File: src/rtl/log_capture_ctrl_if.sv
// Control, status and RAM-port bundle of log_capture_ctrl.
// master drives the requests; slave (the controller) drives the RAM port and status.
interface log_capture_ctrl_if #(
  parameter int unsigned RAM_DEPTH = 32768,
  parameter int unsigned NBT_DECIM = 8
);
  localparam int unsigned AW = (RAM_DEPTH > 1) ? $clog2(RAM_DEPTH) : 1;

  logic                 i_arm;
  logic                 i_abort;
  logic                 i_trigger;
  logic                 i_sample_en;
  logic [NBT_DECIM-1:0] i_decim;
  logic                 i_rd_req;
  logic [AW-1:0]        i_rd_adrs;

  logic                 o_en_write;
  logic [AW-1:0]        o_wr_adrs;
  logic                 o_en_read;
  logic [AW-1:0]        o_rd_adrs;
  logic                 o_rd_valid;
  logic                 o_rd_err;
  logic [2:0]           o_state;
  logic                 o_done;
  logic                 o_timeout;

  modport master (
    output i_arm, i_abort, i_trigger, i_sample_en, i_decim, i_rd_req, i_rd_adrs,
    input  o_en_write, o_wr_adrs, o_en_read, o_rd_adrs, o_rd_valid, o_rd_err,
           o_state, o_done, o_timeout
  );

  modport slave (
    input  i_arm, i_abort, i_trigger, i_sample_en, i_decim, i_rd_req, i_rd_adrs,
    output o_en_write, o_wr_adrs, o_en_read, o_rd_adrs, o_rd_valid, o_rd_err,
           o_state, o_done, o_timeout
  );
endinterface

File: src/rtl/log_capture_ctrl.sv
// Log RAM capture controller: arm, wait for trigger, skip N_DELAY strobes, then write
// decimated samples until the RAM is full. Optional trigger timeout: LOG_CAPTURE_CTRL_TRIG_TIMEOUT_EN.
module log_capture_ctrl #(
  parameter int unsigned RAM_DEPTH   = 32768,
  parameter int unsigned N_DELAY     = 500,
  parameter int unsigned NBT_DECIM   = 8,
  parameter int unsigned NBT_TIMEOUT = 24
) (
  input  logic              clk,
  input  logic              i_reset,
  log_capture_ctrl_if.slave bus
);

  localparam int unsigned   AW        = (RAM_DEPTH > 1) ? $clog2(RAM_DEPTH) : 1;
  localparam int unsigned   DW        = (N_DELAY > 1) ? $clog2(N_DELAY) : 1;
  localparam logic [AW-1:0] LAST_ADRS = AW'(RAM_DEPTH - 1);
  localparam logic [DW-1:0] DLY_LAST  = DW'((N_DELAY > 0) ? N_DELAY - 1 : 0);

  typedef enum logic [2:0] {
    ST_IDLE    = 3'd0,
    ST_ARMED   = 3'd1,
    ST_DELAY   = 3'd2,
    ST_CAPTURE = 3'd3,
    ST_DONE    = 3'd4
  } state_e;

  state_e               state_q,    state_d;
  logic [DW-1:0]        dly_q,      dly_d;
  logic [NBT_DECIM-1:0] dec_q,      dec_d;
  logic [NBT_DECIM-1:0] decim_q,    decim_d;
  logic [AW-1:0]        wr_adrs_q,  wr_adrs_d;
  logic [AW-1:0]        rd_adrs_q,  rd_adrs_d;
  logic                 en_write_q, en_write_d;
  logic                 en_read_q,  en_read_d;
  logic                 rd_valid_q, rd_valid_d;
  logic                 rd_err_q,   rd_err_d;
  logic                 done_q,     done_d;
  logic                 busy;
  logic                 arm_go;
  logic                 to_fire;

  assign busy   = (state_q == ST_ARMED) || (state_q == ST_DELAY) || (state_q == ST_CAPTURE);
  assign arm_go = bus.i_arm && !bus.i_abort && !busy;

  // Next-state and registered-output logic.
  always_comb begin
    state_d    = state_q;
    dly_d      = dly_q;
    dec_d      = dec_q;
    decim_d    = decim_q;
    wr_adrs_d  = wr_adrs_q;
    en_write_d = 1'b0;
    done_d     = done_q;
    en_read_d  = 1'b0;
    rd_adrs_d  = rd_adrs_q;
    rd_valid_d = en_read_q;
    rd_err_d   = 1'b0;

    // Address advances the cycle after each write and parks on the last entry.
    if (en_write_q && (wr_adrs_q != LAST_ADRS)) begin
      wr_adrs_d = wr_adrs_q + AW'(1);
    end

    unique case (state_q)
      ST_IDLE: begin
        if (arm_go) begin
          state_d   = ST_ARMED;
          wr_adrs_d = '0;
        end
      end
      ST_ARMED: begin
        if (bus.i_abort) begin
          state_d = ST_IDLE;
        end else if (bus.i_trigger || to_fire) begin
          if (N_DELAY == 0) begin
            state_d = ST_CAPTURE;
          end else begin
            state_d = ST_DELAY;
            dly_d   = '0;
          end
        end
      end
      ST_DELAY: begin
        if (bus.i_abort) begin
          state_d = ST_IDLE;
        end else if (bus.i_sample_en) begin
          if (dly_q == DLY_LAST) begin
            state_d = ST_CAPTURE;
          end else begin
            dly_d = dly_q + DW'(1);
          end
        end
      end
      ST_CAPTURE: begin
        if (bus.i_abort) begin
          state_d = ST_IDLE;
        end else if (bus.i_sample_en) begin
          if (dec_q == '0) begin
            en_write_d = 1'b1;
            dec_d      = decim_q;
            // wr_adrs_d already holds the address this write lands on.
            if (wr_adrs_d == LAST_ADRS) begin
              state_d = ST_DONE;
            end
          end else begin
            dec_d = dec_q - NBT_DECIM'(1);
          end
        end
      end
      ST_DONE: begin
        done_d = 1'b1;
        if (arm_go) begin
          state_d   = ST_ARMED;
          done_d    = 1'b0;
          wr_adrs_d = '0;
        end
      end
      default: state_d = ST_IDLE;
    endcase

    // Decimation ratio is frozen at capture entry.
    if ((state_d == ST_CAPTURE) && (state_q != ST_CAPTURE)) begin
      dec_d   = bus.i_decim;
      decim_d = bus.i_decim;
    end

    // RAM port is owned by the capture while busy, so reads are refused then.
    if (bus.i_rd_req) begin
      if (busy) begin
        rd_err_d = 1'b1;
      end else begin
        en_read_d = 1'b1;
        rd_adrs_d = bus.i_rd_adrs;
      end
    end
  end

  always_ff @(posedge clk or negedge i_reset) begin
    if (!i_reset) begin
      state_q    <= ST_IDLE;
      dly_q      <= '0;
      dec_q      <= '0;
      decim_q    <= '0;
      wr_adrs_q  <= '0;
      rd_adrs_q  <= '0;
      en_write_q <= 1'b0;
      en_read_q  <= 1'b0;
      rd_valid_q <= 1'b0;
      rd_err_q   <= 1'b0;
      done_q     <= 1'b0;
    end else begin
      state_q    <= state_d;
      dly_q      <= dly_d;
      dec_q      <= dec_d;
      decim_q    <= decim_d;
      wr_adrs_q  <= wr_adrs_d;
      rd_adrs_q  <= rd_adrs_d;
      en_write_q <= en_write_d;
      en_read_q  <= en_read_d;
      rd_valid_q <= rd_valid_d;
      rd_err_q   <= rd_err_d;
      done_q     <= done_d;
    end
  end

`ifdef LOG_CAPTURE_CTRL_TRIG_TIMEOUT_EN
  // Counter value on the last of 2^NBT_TIMEOUT-1 trigger-less ARMED cycles.
  localparam logic [NBT_TIMEOUT-1:0] TO_LAST = {{(NBT_TIMEOUT-1){1'b1}}, 1'b0};

  logic [NBT_TIMEOUT-1:0] to_cnt_q, to_cnt_d;
  logic                   timeout_q, timeout_d;
  logic                   armed_wait;

  assign armed_wait = (state_q == ST_ARMED) && !bus.i_abort && !bus.i_trigger;
  assign to_fire    = armed_wait && (to_cnt_q == TO_LAST);

  always_comb begin
    to_cnt_d  = '0;
    timeout_d = timeout_q;
    if (armed_wait && !to_fire) begin
      to_cnt_d = to_cnt_q + NBT_TIMEOUT'(1);
    end
    if (to_fire) begin
      timeout_d = 1'b1;
    end
    if (arm_go) begin
      timeout_d = 1'b0;
    end
  end

  always_ff @(posedge clk or negedge i_reset) begin
    if (!i_reset) begin
      to_cnt_q  <= '0;
      timeout_q <= 1'b0;
    end else begin
      to_cnt_q  <= to_cnt_d;
      timeout_q <= timeout_d;
    end
  end

  assign bus.o_timeout = timeout_q;
`else
  assign to_fire       = 1'b0;
  assign bus.o_timeout = 1'b0;

  if (NBT_TIMEOUT == 0) begin : g_no_timeout_width
  end
`endif

  assign bus.o_en_write = en_write_q;
  assign bus.o_wr_adrs  = wr_adrs_q;
  assign bus.o_en_read  = en_read_q;
  assign bus.o_rd_adrs  = rd_adrs_q;
  assign bus.o_rd_valid = rd_valid_q;
  assign bus.o_rd_err   = rd_err_q;
  assign bus.o_state    = state_q;
  assign bus.o_done     = done_q;

endmodule

File: src/flat_wrapper.sv
// flat-port wrapper written by rule: the top's interface ports become plain ports
module log_capture_ctrl_flat 
#(
  parameter int unsigned RAM_DEPTH   = 32768,
  parameter int unsigned N_DELAY     = 500,
  parameter int unsigned NBT_DECIM   = 8,
  parameter int unsigned NBT_TIMEOUT = 24
)
  (clk, i_reset, bus_i_arm, bus_i_abort, bus_i_trigger, bus_i_sample_en, bus_i_decim, bus_i_rd_req, bus_i_rd_adrs, bus_o_en_write, bus_o_wr_adrs, bus_o_en_read, bus_o_rd_adrs, bus_o_rd_valid, bus_o_rd_err, bus_o_state, bus_o_done, bus_o_timeout);
  log_capture_ctrl_if #(.RAM_DEPTH(RAM_DEPTH), .NBT_DECIM(NBT_DECIM)) bus_i ();
  input  logic clk;
  input  logic i_reset;
  input wire logic [$bits(bus_i.i_arm)-1:0] bus_i_arm;
  input wire logic [$bits(bus_i.i_abort)-1:0] bus_i_abort;
  input wire logic [$bits(bus_i.i_trigger)-1:0] bus_i_trigger;
  input wire logic [$bits(bus_i.i_sample_en)-1:0] bus_i_sample_en;
  input wire logic [$bits(bus_i.i_decim)-1:0] bus_i_decim;
  input wire logic [$bits(bus_i.i_rd_req)-1:0] bus_i_rd_req;
  input wire logic [$bits(bus_i.i_rd_adrs)-1:0] bus_i_rd_adrs;
  output wire logic [$bits(bus_i.o_en_write)-1:0] bus_o_en_write;
  output wire logic [$bits(bus_i.o_wr_adrs)-1:0] bus_o_wr_adrs;
  output wire logic [$bits(bus_i.o_en_read)-1:0] bus_o_en_read;
  output wire logic [$bits(bus_i.o_rd_adrs)-1:0] bus_o_rd_adrs;
  output wire logic [$bits(bus_i.o_rd_valid)-1:0] bus_o_rd_valid;
  output wire logic [$bits(bus_i.o_rd_err)-1:0] bus_o_rd_err;
  output wire logic [$bits(bus_i.o_state)-1:0] bus_o_state;
  output wire logic [$bits(bus_i.o_done)-1:0] bus_o_done;
  output wire logic [$bits(bus_i.o_timeout)-1:0] bus_o_timeout;
  assign bus_i.i_arm = bus_i_arm;
  assign bus_i.i_abort = bus_i_abort;
  assign bus_i.i_trigger = bus_i_trigger;
  assign bus_i.i_sample_en = bus_i_sample_en;
  assign bus_i.i_decim = bus_i_decim;
  assign bus_i.i_rd_req = bus_i_rd_req;
  assign bus_i.i_rd_adrs = bus_i_rd_adrs;
  assign bus_o_en_write = bus_i.o_en_write;
  assign bus_o_wr_adrs = bus_i.o_wr_adrs;
  assign bus_o_en_read = bus_i.o_en_read;
  assign bus_o_rd_adrs = bus_i.o_rd_adrs;
  assign bus_o_rd_valid = bus_i.o_rd_valid;
  assign bus_o_rd_err = bus_i.o_rd_err;
  assign bus_o_state = bus_i.o_state;
  assign bus_o_done = bus_i.o_done;
  assign bus_o_timeout = bus_i.o_timeout;
  log_capture_ctrl #(.RAM_DEPTH(RAM_DEPTH), .N_DELAY(N_DELAY), .NBT_DECIM(NBT_DECIM), .NBT_TIMEOUT(NBT_TIMEOUT)) u_core (.clk(clk), .i_reset(i_reset), .bus(bus_i));
endmodule
File: config.mk
export PLATFORM = sky130hd
export DESIGN_NAME = log_capture_ctrl_flat
export DESIGN_NICKNAME = d
export VERILOG_FILES = /design/src/rtl/log_capture_ctrl_if.sv /design/src/rtl/log_capture_ctrl.sv /design/src/flat_wrapper.sv
export SDC_FILE = /design/constraint.sdc
export NUM_CORES = 1
export LEC_CHECK = 0
export ABC_AREA = 1
export CAP_MARGIN = 20
export CORE_MARGIN = 2
export CORE_UTILIZATION = 60
export DETAILED_ROUTE_END_ITERATION = 12
export DONT_BUFFER_PORTS = 1
export PLACE_DENSITY = 0.76
export SLEW_MARGIN = 10
export SYNTH_ARGS = -nofsm -noshare
export SYNTH_HDL_FRONTEND = slang
export SYNTH_SLANG_ARGS = --single-unit
File: constraint.sdc
create_clock -name clk -period 2.2 [get_ports clk]
set_clock_uncertainty 0.1 [all_clocks]
set_input_delay 0.22 -clock clk [delete_from_list [all_inputs] [get_ports clk]]
set_output_delay 0.22 -clock clk [all_outputs]
set_load 0.01 [all_outputs]
After elaboration in Yosys (flattened, before gate mapping)
Cells that the tools add are included.
{ "op_classes": {"muxes": 34, "bitwise": 1, "n_eq_ne": 15, "add_sub_neg": 3, "reduce_logical": 17} }
{ "op_table": {"columns": ["cell", "count"], "rows": [
  ["two-way mux 15 bit", 3],
  ["two-way mux 9 bit", 5],
  ["two-way mux 8 bit", 5],
  ["two-way mux 3 bit", 10],
  ["one-hot mux 9 bit (2 select lines)", 1],
  ["adder 15 x 1 -> 15 bit (second input constant)", 1],
  ["== test 15 bit (second input constant)", 1],
  ["!= test 15 bit (second input constant)", 1],
  ["one-hot mux 3 bit (4 select lines)", 1],
  ["!= test 2 bit (second input constant)", 5],
  ["adder 9 x 1 -> 9 bit (second input constant)", 1],
  ["== test 3 x 2 -> 1 bit (second input constant)", 3],
  ["== test 9 bit (second input constant)", 1],
  ["two-way mux 1 bit", 9],
  ["logical NOT 8 bit", 1],
  ["subtractor 8 x 1 -> 8 bit (second input constant)", 1],
  ["AND reduction 6 bit", 1],
  ["nonzero test 2 bit", 3],
  ["logical AND 1 bit", 4],
  ["== test 3 x 1 -> 1 bit (second input constant)", 1],
  ["== test 3 bit (second input constant)", 1],
  ["logical NOT 3 bit", 1],
  ["!= test 3 x 2 -> 1 bit (second input constant)", 1],
  ["AND reduction 3 bit", 1],
  ["other kinds (6)", 8]
]} }
{ "totals": {"word_cells": 81, "regBits": 63, "inputBits": 30} }

Longest topological paths before layout
{ "depth": {"ltp_word": 13, "depth_mapped": 16, "ltp_nobuf": 15} }

Worst setup path before layout
No wires, ideal clock.
{ "synth_timing": {"path_type": "flip-flop to flip-flop", "start": "register u_core.wr_adrs_q[0], in the netlist u_core.bus.o_wr_adrs[0]", "end": "register u_core.state_q[0], in the netlist u_core.bus.o_state[0]", "stages_incl_launch_ff": 17, "n_path_buf": 1, "setup_ns": 0.122, "setup_slack_ns": 0.217, "required_ns": 1.978, "arrival_time_ns": 1.761, "cell_sequence": "dfrtp_1 ha_1 nand2_2 nor2_4 nand2_4 inv_2 nand2_4 nand2_2 buf_6 nand2_1 nand2_1 nor2_1 nand2_1 nor2_1 nand3_1 nand2_1 nand2_1"} }
{ "synth_between": {"elab_chain_cells": 9} }
{ "synth_lines": {"columns": ["item", "line", "rtl"], "rows": [
  ["start: declaration", "log_capture_ctrl.sv:31", "logic [AW-1:0] wr_adrs_q, wr_adrs_d;"],
  ["start signal: assignment", "log_capture_ctrl.sv:156", "wr_adrs_q <= wr_adrs_d;"],
  ["branches (longest 2 deep; another with adder 15 x 1 -> 15 bit)", null, null],
  ["two-way mux 15 bit *", "log_capture_ctrl.sv:60", "if (en_write_q && (wr_adrs_q != LAST_ADRS)) begin"],
  ["== test 15 bit *", "log_capture_ctrl.sv:102", "if (wr_adrs_d == LAST_ADRS) begin"],
  ["two-way mux 3 bit *", "log_capture_ctrl.sv:102", null],
  ["two-way mux 3 bit *", "log_capture_ctrl.sv:98", "if (dec_q == '0) begin"],
  ["two-way mux 3 bit *", "log_capture_ctrl.sv:97", "end else if (bus.i_sample_en) begin"],
  ["two-way mux 3 bit *", "log_capture_ctrl.sv:95", "if (bus.i_abort) begin"],
  ["one-hot mux 3 bit (4 select lines) *", "log_capture_ctrl.sv:64", "unique case (state_q)"],
  ["net u_core.state_d[0]", "log_capture_ctrl.sv:27", "state_e state_q, state_d;"],
  ["end signal: assignment", "log_capture_ctrl.sv:152", "state_q <= state_d;"],
  ["end: declaration", "log_capture_ctrl.sv:27", null]
]} }
Mark *: on every way through the listed nets, which the timed path passes.
A chain may end at the register's enable or synchronous reset.

Worst setup path after layout
{ "layout_timing": {"start": "register u_core.dec_q[0]", "end": "register u_core.state_q[1], in the netlist u_core.bus.o_state[1]"} }
{ "layout_between": {"elab_chain_cells": 5} }
{ "layout_lines": {"columns": ["item", "line", "rtl"], "rows": [
  ["start: declaration", "log_capture_ctrl.sv:29", "logic [NBT_DECIM-1:0] dec_q, dec_d;"],
  ["start signal: assignment", "log_capture_ctrl.sv:142", "dec_q <= '0;"],
  ["start signal: assignment", "log_capture_ctrl.sv:154", "dec_q <= dec_d;"],
  ["logical NOT 8 bit", "log_capture_ctrl.sv:98", null],
  ["two-way mux 3 bit", "log_capture_ctrl.sv:98", null],
  ["two-way mux 3 bit", "log_capture_ctrl.sv:97", null],
  ["two-way mux 3 bit", "log_capture_ctrl.sv:95", null],
  ["one-hot mux 3 bit (4 select lines)", "log_capture_ctrl.sv:64", null],
  ["net u_core.state_d[1]", "log_capture_ctrl.sv:27", null]
]} }
The timed path passes the listed nets, and every way through them passes these cells.

==> results.md <==
- Avg Synthesized Cell Area: 7.32 µm²
- Maxcap violations: 0
- Peak supply drop: 0.000572 V
- Worst Path Max Fanout: 4
- I/O Pins: around 70
- Starting density of the core: 63.2%
- Reg2reg path depth: 13
- Die width: ~81 µm
- Drt pass-1 iters: 5
- Vias in the first global route: roughly 3100
- CTS buffer count: 9
- PwrDens: 811 nW/µm²
- Worst setup SP type: flop
- Leak: 0.00204 µW
- Tot Pwr: between 3000 and 4000 µW
- Post-Place Cells: approximately 550
- CTS tree: built
- Final ANT Viol Nets: 0
- Final setup violation count: 0
- RePlAce Congestion: ~0.95
- Mapped Cells: around 480
- Height of the die: ~81 µm
- Post-DP HPWL: around 5400 µm
- CP Data Required Time: between 2000 and 2500 ps
- Synth Net Count: slightly above 500
- Clk buf depth: 2
- Min-Delay Path Class: primary input to flop
- Layout cells sized above 1: 11.4%
- Final Non-Filler Cells: about 600
- Hold endpoint: u_core.bus.o_done
- Mapped Area: 3540 µm²
- Wire length per cell: 14.0 µm
- Filler cells: about 420
- I/O Buffers: 0
- Final hold vios: 0
- Clk pin slew, worst setup/hold paths: ~80 ps
- Crit Reg-Reg Startpoint: u_core.dec_q[0]
- ANT cells: 0
- R2r setup slk: ~160 ps
- Yosys reg bits: 63
- Hold depth: 3
- Core region area: 5610 µm²
- Clock sinks: 63
- Vias: between 3000 and 4000
- Total GRT Usage: between 20% and 30%
- First-pass GRT wire length: about 14000 µm
- Multi-input logic area: approximately 1700 µm²
- Critical Path End Type: flop
- Fin. max-slew vios: 0
- CP arrival: roughly 2200 ps
- Yosys cell types: 34
- Ys flop type: dfrtp_1
- Skew-Pair Late Insertion Delay: 350 ps
- Register Area: between 1500 and 2000 µm²
- Row count: 27
- Starting DRT DRC Count: roughly 160
- Die ar.: roughly 6500 µm²
- Pin count of the biggest net entering global routing: 64
- Post-layout nets: between 500 and 600
- Total congestion overflow: 0
- YS warnings: 0
- P&R area growth vs syn: 18.0%
- Initial antenna violation count: 0
- Max Fclk: 490 MHz
- Critical path type: flop to flop
- FF-to-FF End: u_core.bus.o_state[1]
- DRC Markers: 0
- Post-synth EDFFs: 0
- Detailed-route wire length: 8360 µm
- Ys async rst share: between 90% and 100%
- H-tree level count: 3
- Clk root buf: clkbuf_8
- Minimum clock period: ~2000 ps
- Vias per cell: between 5 and 6
- Tcrit/Tclk final: between 90 and 100%
- Status: finished clean
- Hold wc startpoint: bus_i_arm
- Part of the Yosys area used for sequential elements: around 45%
[critical path, cell delays in order (launching register included)]
cell	delay, ps
dfrtp_1	400
inv_2	100
ha_1	180
nand2_1	80
inv_2	80
nand3_4	90
nor3_4	270
nand3_1	120
nor2_1	140
nand2_1	70
nor2_1	80
nand3_1	80
nand2_1	90
nand2_1	60
[flip-flops by register name, indices dropped and copies added (netlist names)]
name,cells
u_core.dly_q,9
u_core.bus.o_rd_err,1
u_core.bus.o_done,1
u_core.bus.o_rd_valid,1
u_core.bus.o_rd_adrs,15
u_core.bus.o_state,3
u_core.bus.o_wr_adrs,15
u_core.decim_q,8
u_core.bus.o_en_write,1
u_core.bus.o_en_read,1
u_core.dec_q,8
[kinds of logic (layout without fill, tap and decap cells)]
family          after synthesis  count (layout)  share of synthesized area, %
simple gates                287             287                          35.5
buf+inv                      70             111                          8.30
flops                        63              63                          44.5
compound gates               51              51                          8.27
xor+xnor                      9               9                          2.23
fa+ha+maj                     3               3                          1.06
other cells                   1               1                         0.106
[final cells by class]
type / instances / share of cell area (%)
multi-input combinational: 351 / 40.5
sequential: 63 / 37.8
timing repair buffer: 36 / 8.44
inverter: 59 / 5.30
clock buffer: 9 / 2.96
clock inverter: 7 / 2.87
tap: 72 / 2.16
[what timing repair did]
action,in CTS,in global routing
setup endpoints to repair,0,7
hold buffers,26,0
buffers inserted,0,1
endpoints found under the hold margin,87,0
resized for setup,0,10
[per-stage QoR]
stage	setup WS (ps)	setup TNS, ps	hold slack (ps)	cell area (µm²)	util [%]
6_report	161	0	14.3	4180	74.5
5_1_grt	-1.59	-1.59	25.0	4180	74.5
3_3_place_gp	154	0	-174	3630	64.7
3_5_place_dp	112	0	-174	3630	64.7
2_1_floorplan	217	0	-176	3540	-
4_1_cts	97.3	0	1.09	4150	74.0
[worst max-delay path by stage]
stage	slack, ps	startpoint	end
floorplan	220	u_core.bus.o_wr_adrs[0]	u_core.bus.o_state[0]
global placement	150	u_core.bus.o_wr_adrs[0]	u_core.bus.o_state[0]
detailed placement	110	u_core.bus.o_wr_adrs[0]	u_core.bus.o_state[1]
CTS	100	u_core.bus.o_wr_adrs[0]	u_core.bus.o_state[1]
global route	-2	u_core.dec_q[1]	u_core.bus.o_state[0]
finish	160	u_core.dec_q[0]	u_core.bus.o_state[1]
[routing by layer]
layer	share of wire, %	wire, µm	global-route usage (%)
met1	43	3620	36.0
met2	48	4010	43.9
met3	6.3	528	5.89
met4	2.4	198	13.1
met5	0	0	0
[synth_stat cells, drive strengths merged (4+ instances only)]
| master | number | area, µm² |
|---|---|---|
| inv | 58 | 218 |
| o21ai | 41 | 216 |
| a21oi | 4 | 31.3 |
| nand3 | 35 | 193 |
| nor3 | 7 | 46.3 |
| dfrtp | 63 | 1580 |
| xor2 | 8 | 70.1 |
| nand4 | 7 | 50.1 |
| nor2 | 59 | 261 |
| nand2 | 177 | 694 |
| buf | 8 | 61.3 |
[report_power, final]
group	internal (µW)	total, µW	switching [µW]
clock	756	1240	488
sequential	1350	1530	187
combinational	238	612	374
[cells in the final DEF (no fill, tap or decap), types with 4 or more instances in the layout]
cell / n
nand3_1: 33
nor2_2: 5
nand4_1: 6
nor3_1: 6
buf_4: 10
nand2_2: 4
clkbuf_8: 9
xor2_1: 8
nand2_1: 169
nor2_1: 50
o21ai_0: 36
dfrtp_1: 60
dlygate4sd3_1: 25
nand2_4: 4
inv_2: 5
nor2_4: 4
inv_1: 53
Power figures use the tool's default switching activity.
